[config.mk]
export PLATFORM = sky130hd
export DESIGN_NAME = minbd_eject_stage_flat
export DESIGN_NICKNAME = d
export VERILOG_FILES = /design/src/rtl/minbd_eject_stage_if.sv /design/src/rtl/minbd_eject_stage.sv /design/src/flat_wrapper.sv
export SDC_FILE = /design/constraint.sdc
export NUM_CORES = 1
export LEC_CHECK = 0
export BUFFER_PORTS_ARGS = -buffer_cell sky130_fd_sc_hd__buf_2
export CAP_MARGIN = 20
export CORE_MARGIN = 4
export CORE_UTILIZATION = 57
export DETAILED_ROUTE_END_ITERATION = 16
export PLACE_DENSITY = 0.84
export SKIP_CTS_REPAIR_TIMING = 1
export SKIP_LAST_GASP = 1
export SYNTH_ARGS = -nofsm -noshare
export SYNTH_HDL_FRONTEND = slang
export SYNTH_SLANG_ARGS = --single-unit
[constraint.sdc]
create_clock -name clk -period 10 [get_ports clk]
set_input_delay 0.5 -clock clk [delete_from_list [all_inputs] [get_ports clk]]
set_output_delay 0.5 -clock clk [all_outputs]
set_load 0.005 [all_outputs]
[src/rtl/minbd_eject_stage_if.sv]
// Port bundle for the MinBD ejection stage: four network input/output flit
// lanes plus the ejection FIFO handshake and status toward the local PE.
interface minbd_eject_stage_if #(
    parameter int FLIT_W     = 16,
    parameter int FIFO_DEPTH = 4
);
    localparam int CNT_W = $clog2(FIFO_DEPTH) + 1;

    logic [FLIT_W-1:0] in_n;
    logic [FLIT_W-1:0] in_e;
    logic [FLIT_W-1:0] in_s;
    logic [FLIT_W-1:0] in_w;
    logic [FLIT_W-1:0] out_n;
    logic [FLIT_W-1:0] out_e;
    logic [FLIT_W-1:0] out_s;
    logic [FLIT_W-1:0] out_w;
    logic [FLIT_W-1:0] ej_flit;
    logic              ej_valid;
    logic              ej_ready;
    logic [CNT_W-1:0]  ej_count;
    logic [15:0]       defl_local_cnt;

    // Router / PE side: drives incoming flits and the PE ready.
    modport master (
        output in_n, in_e, in_s, in_w, ej_ready,
        input  out_n, out_e, out_s, out_w, ej_flit, ej_valid, ej_count, defl_local_cnt
    );

    // Ejection stage side.
    modport slave (
        input  in_n, in_e, in_s, in_w, ej_ready,
        output out_n, out_e, out_s, out_w, ej_flit, ej_valid, ej_count, defl_local_cnt
    );
endinterface

[src/rtl/minbd_eject_stage.sv]
// MinBD ejection stage: each cycle removes up to EJECT_N flits addressed to
// this node (round-robin over N/E/S/W) into a small FIFO drained by the PE,
// and registers all remaining flits (ejected slots zeroed) toward the
// permutation stage. Local flits left behind are counted as deflected.
module minbd_eject_stage #(
    parameter int FLIT_W     = 16,
    parameter int COORD_W    = 3,
    parameter int MY_X       = 1,
    parameter int MY_Y       = 2,
    parameter int EJECT_N    = 2,
    parameter int FIFO_DEPTH = 4
) (
    input  logic                clk,
    input  logic                rst,
    minbd_eject_stage_if.slave  bus
);
    localparam int PTR_W = $clog2(FIFO_DEPTH);
    localparam int CNT_W = PTR_W + 1;
    // Wide enough for space/limit/push arithmetic without overflow.
    localparam int SUM_W = CNT_W + 3;

    // A flit is local when valid and both destination coordinates match.
    function automatic logic is_local(input logic [FLIT_W-1:0] f);
        return f[FLIT_W-1]
            && (f[2*COORD_W-1:COORD_W] == COORD_W'(MY_X))
            && (f[COORD_W-1:0] == COORD_W'(MY_Y));
    endfunction

    logic [FLIT_W-1:0] in_flit_s   [4];
    logic [FLIT_W-1:0] out_r       [4];
    logic [FLIT_W-1:0] push_flit_s [4];
    logic [FLIT_W-1:0] mem_r       [FIFO_DEPTH];
    logic [PTR_W-1:0]  wr_ptr_r;
    logic [PTR_W-1:0]  rd_ptr_r;
    logic [CNT_W-1:0]  count_r;
    logic [CNT_W-1:0]  count_next_s;
    logic [1:0]        rr_r;
    logic [1:0]        rr_next_s;
    logic [1:0]        idx_s;
    logic [15:0]       defl_r;
    logic [15:0]       defl_next_s;
    logic [16:0]       defl_sum_s;
    logic [3:0]        eject_s;
    logic [SUM_W-1:0]  space_s;
    logic [SUM_W-1:0]  limit_s;
    logic [SUM_W-1:0]  push_cnt_s;
    logic [2:0]        miss_cnt_s;
    logic              pop_s;

    assign in_flit_s[0] = bus.in_n;
    assign in_flit_s[1] = bus.in_e;
    assign in_flit_s[2] = bus.in_s;
    assign in_flit_s[3] = bus.in_w;

    assign bus.out_n          = out_r[0];
    assign bus.out_e          = out_r[1];
    assign bus.out_s          = out_r[2];
    assign bus.out_w          = out_r[3];
    assign bus.ej_flit        = mem_r[rd_ptr_r];
    assign bus.ej_valid       = (count_r != '0);
    assign bus.ej_count       = count_r;
    assign bus.defl_local_cnt = defl_r;

    // Ejection selection: budget from start-of-cycle occupancy, round-robin scan.
    always_comb begin
        space_s    = SUM_W'(FIFO_DEPTH) - SUM_W'(count_r);
        eject_s    = 4'b0000;
        push_cnt_s = '0;
        miss_cnt_s = 3'd0;
        rr_next_s  = rr_r;
        idx_s      = rr_r;
        for (int k = 0; k < 4; k++) begin
            push_flit_s[k] = '0;
        end
        if (space_s > SUM_W'(EJECT_N)) begin
            limit_s = SUM_W'(EJECT_N);
        end else begin
            limit_s = space_s;
        end
        for (int k = 0; k < 4; k++) begin
            idx_s = rr_r + 2'(k);
            if (is_local(in_flit_s[idx_s])) begin
                if (push_cnt_s < limit_s) begin
                    eject_s[idx_s]                = 1'b1;
                    push_flit_s[push_cnt_s[1:0]]  = in_flit_s[idx_s];
                    push_cnt_s                    = push_cnt_s + SUM_W'(1);
                    rr_next_s                     = idx_s + 2'd1;
                end else begin
                    miss_cnt_s = miss_cnt_s + 3'd1;
                end
            end else begin
                eject_s[idx_s] = 1'b0;
            end
        end
    end

    // FIFO bookkeeping and saturating deflection counter update.
    always_comb begin
        pop_s        = (count_r != '0) && bus.ej_ready;
        count_next_s = count_r + CNT_W'(push_cnt_s) - CNT_W'(pop_s);
        defl_sum_s   = 17'(defl_r) + 17'(miss_cnt_s);
        if (defl_sum_s[16]) begin
            defl_next_s = 16'hFFFF;
        end else begin
            defl_next_s = defl_sum_s[15:0];
        end
    end

    // Pipeline registers, FIFO pointers, round-robin pointer and counter.
    always_ff @(posedge clk or posedge rst) begin
        if (rst) begin
            for (int k = 0; k < 4; k++) begin
                out_r[k] <= '0;
            end
            wr_ptr_r <= '0;
            rd_ptr_r <= '0;
            count_r  <= '0;
            rr_r     <= 2'd0;
            defl_r   <= 16'd0;
        end else begin
            for (int k = 0; k < 4; k++) begin
                out_r[k] <= eject_s[k] ? '0 : in_flit_s[k];
            end
            wr_ptr_r <= wr_ptr_r + PTR_W'(push_cnt_s);
            rd_ptr_r <= rd_ptr_r + PTR_W'(pop_s);
            count_r  <= count_next_s;
            rr_r     <= rr_next_s;
            defl_r   <= defl_next_s;
        end
    end

    // FIFO storage: ejected flits are written in scan order at the write pointer.
    always_ff @(posedge clk) begin
        for (int k = 0; k < 4; k++) begin
            if (SUM_W'(k) < push_cnt_s) begin
                mem_r[wr_ptr_r + PTR_W'(k)] <= push_flit_s[k];
            end
        end
    end
endmodule

[src/flat_wrapper.sv]
// flat-port wrapper written by rule: the top's interface ports become plain ports
module minbd_eject_stage_flat 
#(
    parameter int FLIT_W     = 16,
    parameter int COORD_W    = 3,
    parameter int MY_X       = 1,
    parameter int MY_Y       = 2,
    parameter int EJECT_N    = 2,
    parameter int FIFO_DEPTH = 4
)
  (clk, rst, bus_in_n, bus_in_e, bus_in_s, bus_in_w, bus_ej_ready, bus_out_n, bus_out_e, bus_out_s, bus_out_w, bus_ej_flit, bus_ej_valid, bus_ej_count, bus_defl_local_cnt);
  minbd_eject_stage_if #(.FLIT_W(FLIT_W), .FIFO_DEPTH(FIFO_DEPTH)) bus_i ();
  input  logic clk;
  input  logic rst;
  input wire logic [$bits(bus_i.in_n)-1:0] bus_in_n;
  input wire logic [$bits(bus_i.in_e)-1:0] bus_in_e;
  input wire logic [$bits(bus_i.in_s)-1:0] bus_in_s;
  input wire logic [$bits(bus_i.in_w)-1:0] bus_in_w;
  input wire logic [$bits(bus_i.ej_ready)-1:0] bus_ej_ready;
  output wire logic [$bits(bus_i.out_n)-1:0] bus_out_n;
  output wire logic [$bits(bus_i.out_e)-1:0] bus_out_e;
  output wire logic [$bits(bus_i.out_s)-1:0] bus_out_s;
  output wire logic [$bits(bus_i.out_w)-1:0] bus_out_w;
  output wire logic [$bits(bus_i.ej_flit)-1:0] bus_ej_flit;
  output wire logic [$bits(bus_i.ej_valid)-1:0] bus_ej_valid;
  output wire logic [$bits(bus_i.ej_count)-1:0] bus_ej_count;
  output wire logic [$bits(bus_i.defl_local_cnt)-1:0] bus_defl_local_cnt;
  assign bus_i.in_n = bus_in_n;
  assign bus_i.in_e = bus_in_e;
  assign bus_i.in_s = bus_in_s;
  assign bus_i.in_w = bus_in_w;
  assign bus_i.ej_ready = bus_ej_ready;
  assign bus_out_n = bus_i.out_n;
  assign bus_out_e = bus_i.out_e;
  assign bus_out_s = bus_i.out_s;
  assign bus_out_w = bus_i.out_w;
  assign bus_ej_flit = bus_i.ej_flit;
  assign bus_ej_valid = bus_i.ej_valid;
  assign bus_ej_count = bus_i.ej_count;
  assign bus_defl_local_cnt = bus_i.defl_local_cnt;
  minbd_eject_stage #(.FLIT_W(FLIT_W), .COORD_W(COORD_W), .MY_X(MY_X), .MY_Y(MY_Y), .EJECT_N(EJECT_N), .FIFO_DEPTH(FIFO_DEPTH)) u_core (.clk(clk), .rst(rst), .bus(bus_i));
endmodule
==> flow_summary.yaml, run 1 <==
pwr:
  clockPowerShare_pct: 20.1
  power.share.switching_pct: 39.0
  p_leak_nw: 4.82
  share_seq_of_total_power_pct: 30.2
  vdd_ir_drop_max_mv: 0.195
  p_int_mw: 2.09
  p_sw_mw: 1.34
  p_per_area_mw_per_mm2: 301
  combPwrFrac_pct: 49.6
logic_synthesis:
  yosys.area_share.simple_pct: 18.2
  yosys_warnings: 0
  synth_area_sq_mm: 0.00985
  synth_xor_area_share_pct: 2.13
  synth_edf_count: 64
  synthTopCellsByArea: "dfrtp_1 23%, edfxtp_1 20%, mux4_2 11%"
  synth_top_area_share_pct: 22.6
  syn_area_per_cell_sq_um: 11.2
  synth_flop_cell: "dfrtp_1"
  synth_mux_area_share_pct: 14.3
  async_flop_share_pct: 58.2
  synth_top_area_cell: "dfrtp_1"
  synth_top_family_by_area: "simple AND/OR/NAND/NOR gates"
  ys_seq_area_share_pct: 42.1
  netlist_instances: 883
  synth_compound_area_share_pct: 13.7
  synth.distinct_cells: 87
  synthAdderAreaFrac_pct: 4.73
  synth_seq_cells: 153
sta:
  fin_hold_ws_ps: 284
  setup_viol: 0
  finalSetupTns_ps: 0
  timing.max_slew.rel_slack_pct: 29.1
  min_period_ps: 7880
  fin_crit_sh_pct: 78.8
  hold_viol: 0
  fmaxAchievable_mhz: 127
  rsz0062_at_grt: "false"
  worst_pin_slew_ps: 1060
  slew_violations: 0
  skew_ps: 10.3
critical_path:
  critPathTopFamily: "simple AND/OR/NAND/NOR gates"
  cp.required_ps: 10350
  start_kind: "flip-flop"
  cp_slowest_stage_delay_ps: 1050
  regToRegStartpoint: "u_core.rr_r[1]$_DFF_PP0_"
  cp_slowest_cell: "dfrtp_1"
  path_max_fanout: 30
  crit_type: "reg -> reg"
  r2r-end: "u_core.bus.defl_local_cnt[0]$_DFF_PP0_"
  regToRegSetupSlack_ps: 2120
  end_kind: "flip-flop"
  path_depth: 28
  worst-r2r-cell-count: 28
  worst_ep_arrival_time_ps: 8230
  critPathBufInv: 4
die:
  fp.dieW_microns: 139
  core-area_sq_mm: 0.0168
  io_pins: 167
  initial_core_util_pct: 58.8
  dieArea_sq_mm: 0.0194
  die_height_microns: 139
  num_rows: 47
detailed_routing:
  drc: 0
  vias: 7889
  detail_route.iter0.violations: 743
  drt_wl_total_mm: 24.6
  via_per_inst: 6.24
  drtAntennaViolNets: 0
  drt_pass1_iterations: 5
  wl_per_cell_microns: 19.4
place:
  gp_congestion: 0.944
  io_buffers: 166
  dpl.hpwl_mm: 17.7
cells_and_area:
  drive_gt1_share_pct: 29.3
  fin_nets: 1135
  final_core_util_pct: 68.0
  syn2layout_area_growth_pct: 15.7
  diodes: 0
run_status:
  status: "finished clean"
clocking:
  clk_pin_slew_ps: 70
  cts-root-buf: "clkbuf_16"
  htreeDepth: 4
  cts.sinks: 153
  clkLatencyLatePin_ps: 430
  clockBufferDepth: 2
  cts_tree: "yes"
  cts-buffers-inserted: 17
worst_hold_path:
  min_path_type: "in -> reg"
  hold_depth: 2
  min-delay-start: "bus_in_w[3]"
  holdPathEnd: "u_core.bus.out_w[3]$_DFF_PP0_"
grt:
  grt_pass1_wl_mm: 40.0
  grt_pass1_vias: 7669
  grt_use_met1_pct: 34.1
  grt_max_degree: 84
  grt_antenna_before_repair: 0
  grt_overflow_total: 0
  top_usage_layer: "met2"
  met3_usage_pct: 5.93
  met2_usage_pct: 41.5
  global_route.usage.total_pct: 25.3
flow_run:
  cap_violations: 0
[power groups by stage]
| stage | sequential, mW | combinational, mW | clock, mW |
|---|---|---|---|
| after floorplan | 1.02 | 1.19 | 0 |
| final | 1.04 | 1.70 | 0.690 |
| after global routing | 1.06 | 1.87 | 0.728 |
| after CTS | 1.05 | 1.67 | 0.693 |
| after global placement | 1.05 | 1.62 | 0 |
| after detailed placement | 1.06 | 1.66 | 0 |
[registers in the layout (all words and copies together), names as in the netlist]
register                   cells
u_core.bus.defl_local_cnt     16
u_core.bus.ej_count            3
u_core.bus.out_e              16
u_core.bus.out_n              16
u_core.bus.out_s              16
u_core.bus.out_w              16
u_core.mem_r                  64
u_core.rd_ptr_r                2
u_core.rr_r                    2
u_core.wr_ptr_r                2
[cells in the mapped netlist (5+ instances only)]
cell	n
clkbuf_1	29
a21o_1	9
buf_6	5
a211oi_1	5
buf_2	14
ha_1	34
xnor2_1	14
inv_1	24
nand2b_1	5
o41ai_1	28
nand3_1	50
a21oi_1	26
mux2_2	6
nor2_1	46
o22a_2	5
o21ai_0	19
dfrtp_1	89
a22oi_1	16
xor2_1	10
a221oi_1	7
nor3_1	12
a31oi_1	11
clkbuf_8	9
edfxtp_1	64
o21a_1	6
mux2i_1	9
nand2_1	87
and2_1	75
nand4_1	12
a32o_1	7
mux4_2	48
nand3b_1	6
[worst max path at each step]
stage / from / endpoint
after global routing: u_core.rr_r[1]$_DFF_PP0_ / u_core.bus.defl_local_cnt[13]$_DFF_PP0_
final: u_core.rr_r[1]$_DFF_PP0_ / u_core.bus.defl_local_cnt[0]$_DFF_PP0_
after CTS: u_core.rr_r[1]$_DFF_PP0_ / u_core.bus.defl_local_cnt[1]$_DFF_PP0_
after floorplan: bus_in_w[4] / u_core.mem_r[3][0]$_DFFE_PP_
after global placement: u_core.rr_r[1]$_DFF_PP0_ / u_core.bus.defl_local_cnt[13]$_DFF_PP0_
after detailed placement: u_core.rr_r[1]$_DFF_PP0_ / u_core.bus.defl_local_cnt[13]$_DFF_PP0_
[cell type report]
class | instances | area [sq um]
fillers | 1233 | 5370
multi-input cells | 659 | 5300
flip-flops and latches | 153 | 4150
repair buffers | 177 | 943
clock buffers | 17 | 425
well taps | 220 | 275
clock inverters | 15 | 205
inverters | 24 | 91.3
[kinds of logic (layout without fill, tap and decap cells)]
family | count (synthesis) | count (layout)
buffers and inverters | 86 | 233
adder cells (fa/ha/maj) | 36 | 36
AND/OR/NAND/NOR | 336 | 336
AO/OA/AOI/OAI | 176 | 176
other | 2 | 17
flip-flops | 153 | 153
multiplexers | 70 | 70
XOR/XNOR | 24 | 24
[layout by cell type, fill, tap and decap left out, drive strengths merged, types with 12 or more instances in the layout]
cell    Yosys  final
buf        24    176
dfrtp      89     89
nand2      87     87
and2       80     80
edfxtp     64     64
mux4       52     52
nand3      50     50
nor2       47     47
ha         34     34
inv        24     31
o41ai      28     28
a21oi      27     27
o21ai      23     23
conb        2     17
clkbuf     38     17
a22oi      16     16
xnor2      14     14
nor3       13     13
nand4      12     12
[metrics by stage]
step	setup WS, ps	total power [mW]	std cells	instance area [sq um]
2_1_floorplan	2600	2.21	898	9910
3_3_place_gp	2500	2.67	1228	10700
3_5_place_dp	2210	2.72	1228	10700
4_1_cts	2200	3.42	1260	11300
5_1_grt	1420	3.66	1265	11400
6_report	2120	3.43	1265	11400
[per-layer routing]
| metal | vias to the layer above | share of wire [%] | wire length [microns] |
|---|---|---|---|
| met2 | 367 | 49 | 12100 |
| met3 | 36 | 8.7 | 2140 |
| li1 | 3613 | - | - |
| met1 | 3873 | 41 | 9970 |
| met4 | 0 | 1.4 | 355 |
| met5 | - | 0 | 0 |
No activity file was read; power rests on OpenSTA's default activity.
==> run 2: changes to the inputs <==
CORE_UTILIZATION = 52   (was 57)
PLACE_DENSITY = 0.81   (was 0.84)
clock period = 6.49 ns   (was 10 ns; I/O delays follow)
==> run 2 against run 1 <==
Against the previous run:
- combinational power grew 59%
- wire length shrank 1.4%
- setup slack got worse by 1800 ps
- sequential power up 52%
- utilization is 6.2 points lower
- first-iteration DRC count is 14% higher
- power increased by 52%
- sequential share of layout area down 0.39 points
- count of clock-buffer cells in the layout grew 1
- critical endpoint is now u_core.bus.defl_local_cnt[13]$_DFF_PP0_
- fmax rose by 28%
==> flow_summary.yaml, run 2 (same netlist as run 1, synthesis figures left out) <==
critical_path:
  regToRegSetupSlack_ps: 320
  start_kind: "flip-flop"
  cpMostUsedCell: "ha_1"
  crit_type: "reg -> reg"
  cp.required_ps: 6830
  cp_slowest_cell: "dfrtp_2"
  worst_ep_arrival_time_ps: 6500
  end_kind: "flip-flop"
  path_max_fanout: 10
  cp_slowest_stage_delay_ps: 480
cells_and_area:
  layout_commonest_cell: "buf_2"
  nFillCells: 1478
  regMostFlops: "u_core.mem_r"
  diodes: 0
  layout_common_cells: "166 x buf_2, 87 x nand2_1, 87 x dfrtp_1"
  syn2layout_area_growth_pct: 17.0
  fin_cells: 1303
  drive_gt1_share_pct: 31.2
  largest_reg_flops: 64
  fin_nets: 1159
sta:
  fin_hold_ws_ps: 124
  min_period_ps: 6170
  fin_crit_sh_pct: 95.0
  hold_viol: 0
  rsz0062_at_grt: "false"
  worst_pin_slew_ps: 810
  timing.max_slew.rel_slack_pct: 45.6
  fmaxAchievable_mhz: 162
  skew_ps: 14.2
  slew_violations: 0
  setup_viol: 0
pwr:
  combPwrFrac_pct: 51.7
  p_sw_mw: 2.04
  vdd_ir_drop_max_mv: 0.292
  power.share.switching_pct: 39.0
  p_per_area_mw_per_mm2: 454
  power_mw: 5.23
  share_seq_of_total_power_pct: 30.2
  p_int_mw: 3.19
  p_leak_nw: 4.90
  clockPowerShare_pct: 18.1
die:
  die_height_microns: 146
  io_pins: 167
  initial_core_util_pct: 52.8
  dieArea_sq_mm: 0.0212
  num_rows: 50
  fp.dieW_microns: 146
  core-area_sq_mm: 0.0186
grt:
  grt_max_degree: 61
  grt_pass1_wl_mm: 39.5
  grt_pass1_vias: 7760
  global_route.usage.total_pct: 22.6
  grt_antenna_before_repair: 0
  grt_overflow_total: 0
clocking:
  htreeDepth: 4
  clk_pin_slew_ps: 70
  cts.sinks: 153
  cts_tree: "yes"
  cts-root-buf: "clkbuf_16"
  clkLatencyLatePin_ps: 430
  cts-buffers-inserted: 17
  clockBufferDepth: 2
run_status:
  status: "finished clean"
worst_hold_path:
  min_path_type: "in -> reg"
detailed_routing:
  wl_per_cell_microns: 18.6
  drt_wl_total_mm: 24.3
  detail_route.iter0.violations: 849
  drtAntennaViolNets: 0
  via_per_inst: 6.05
  drc: 0
  vias: 7883
  drt_pass1_iterations: 5
place:
  dpl.hpwl_mm: 17.9
  dp.cells: 1269
  io_buffers: 166
  gp_congestion: 0.917
flow_run:
  cap_violations: 0
[run 2: changes by cell type in the layout (fill, tap and decap cells not counted), sizes merged]
cell / before / now
buf: 176 / 200
bufinv: 2 / 0
clkinvlp: 1 / 3
clkbuf: 17 / 18
inv: 31 / 30
[run 2: critical path: cells and delay by family (launching register included)]
kind	cells	cell delay, ps
xor gates and xnor gates	1	170
and+or+nand+nor	12	2270
buffers and inverters	3	300
DFF	1	480
adders and majority gates	5	1220
AOI/OAI and AO/OA	9	1660
[run 2: power groups by stage]
| stage | Combinational, mW | Sequential (mW) | Clock [mW] |
|---|---|---|---|
| 3_3_place_gp | 2.56 | 1.61 | 0 |
| 4_1_cts | 2.64 | 1.61 | 0.959 |
| 2_1_floorplan | 1.84 | 1.57 | 0 |
| 3_5_place_dp | 2.62 | 1.62 | 0 |
| 6_report | 2.70 | 1.58 | 0.945 |
| 5_1_grt | 2.95 | 1.62 | 1.00 |
[run 2: final cells by class]
type,count,area [sq um],area share [%]
clock inverters,14,131,1.14
inverters,24,91.3,0.793
well taps,234,293,2.54
repair buffers,201,1120,9.69
flip-flops and latches,153,4150,36.0
multi-input cells,659,5310,46.1
clock buffers,18,429,3.73
[run 2: worst paths after layout]
| path | end | cells after the start | from |
|---|---|---|---|
| setup / recovery | u_core.bus.defl_local_cnt[13]$_DFF_PP0_ | 30 | u_core.rr_r[1]$_DFF_PP0_ |
| hold / removal | u_core.bus.out_w[4]$_DFF_PP0_ | 2 | bus_in_w[4] |
| setup reg to reg | u_core.bus.defl_local_cnt[13]$_DFF_PP0_ | 30 | u_core.rr_r[1]$_DFF_PP0_ |
| hold reg to reg | u_core.bus.defl_local_cnt[5]$_DFF_PP0_ | 2 | u_core.bus.defl_local_cnt[5]$_DFF_PP0_ |
| max in group asynchronous | u_core.rr_r[0]$_DFFE_PP0P_ | 4 | rst |
| min in group asynchronous | u_core.bus.out_w[4]$_DFF_PP0_ | 3 | rst |
[run 2: stage by stage]
stage	setup TNS [ps]	instance area (sq um)	util, %	worst slack [ps]
after global routing	0	11500	61.8	36.8
after global placement	0	10900	58.5	104
after detailed placement	-512	10900	58.5	-69.0
after CTS	0	11500	61.5	183
final	0	11500	61.8	324
after floorplan	0	9910	-	9.99
[run 2: metal layers]
metal | vias up | part of all wire, % | wire length, microns | global-route usage, %
li1 | 3660 | - | - | -
met1 | 3837 | 43 | 10400 | 30.6
met2 | 349 | 48 | 11600 | 37.3
met3 | 37 | 7.7 | 1860 | 5.26
met4 | 0 | 1.6 | 399 | 5.79
met5 | - | 0 | 0 | 0
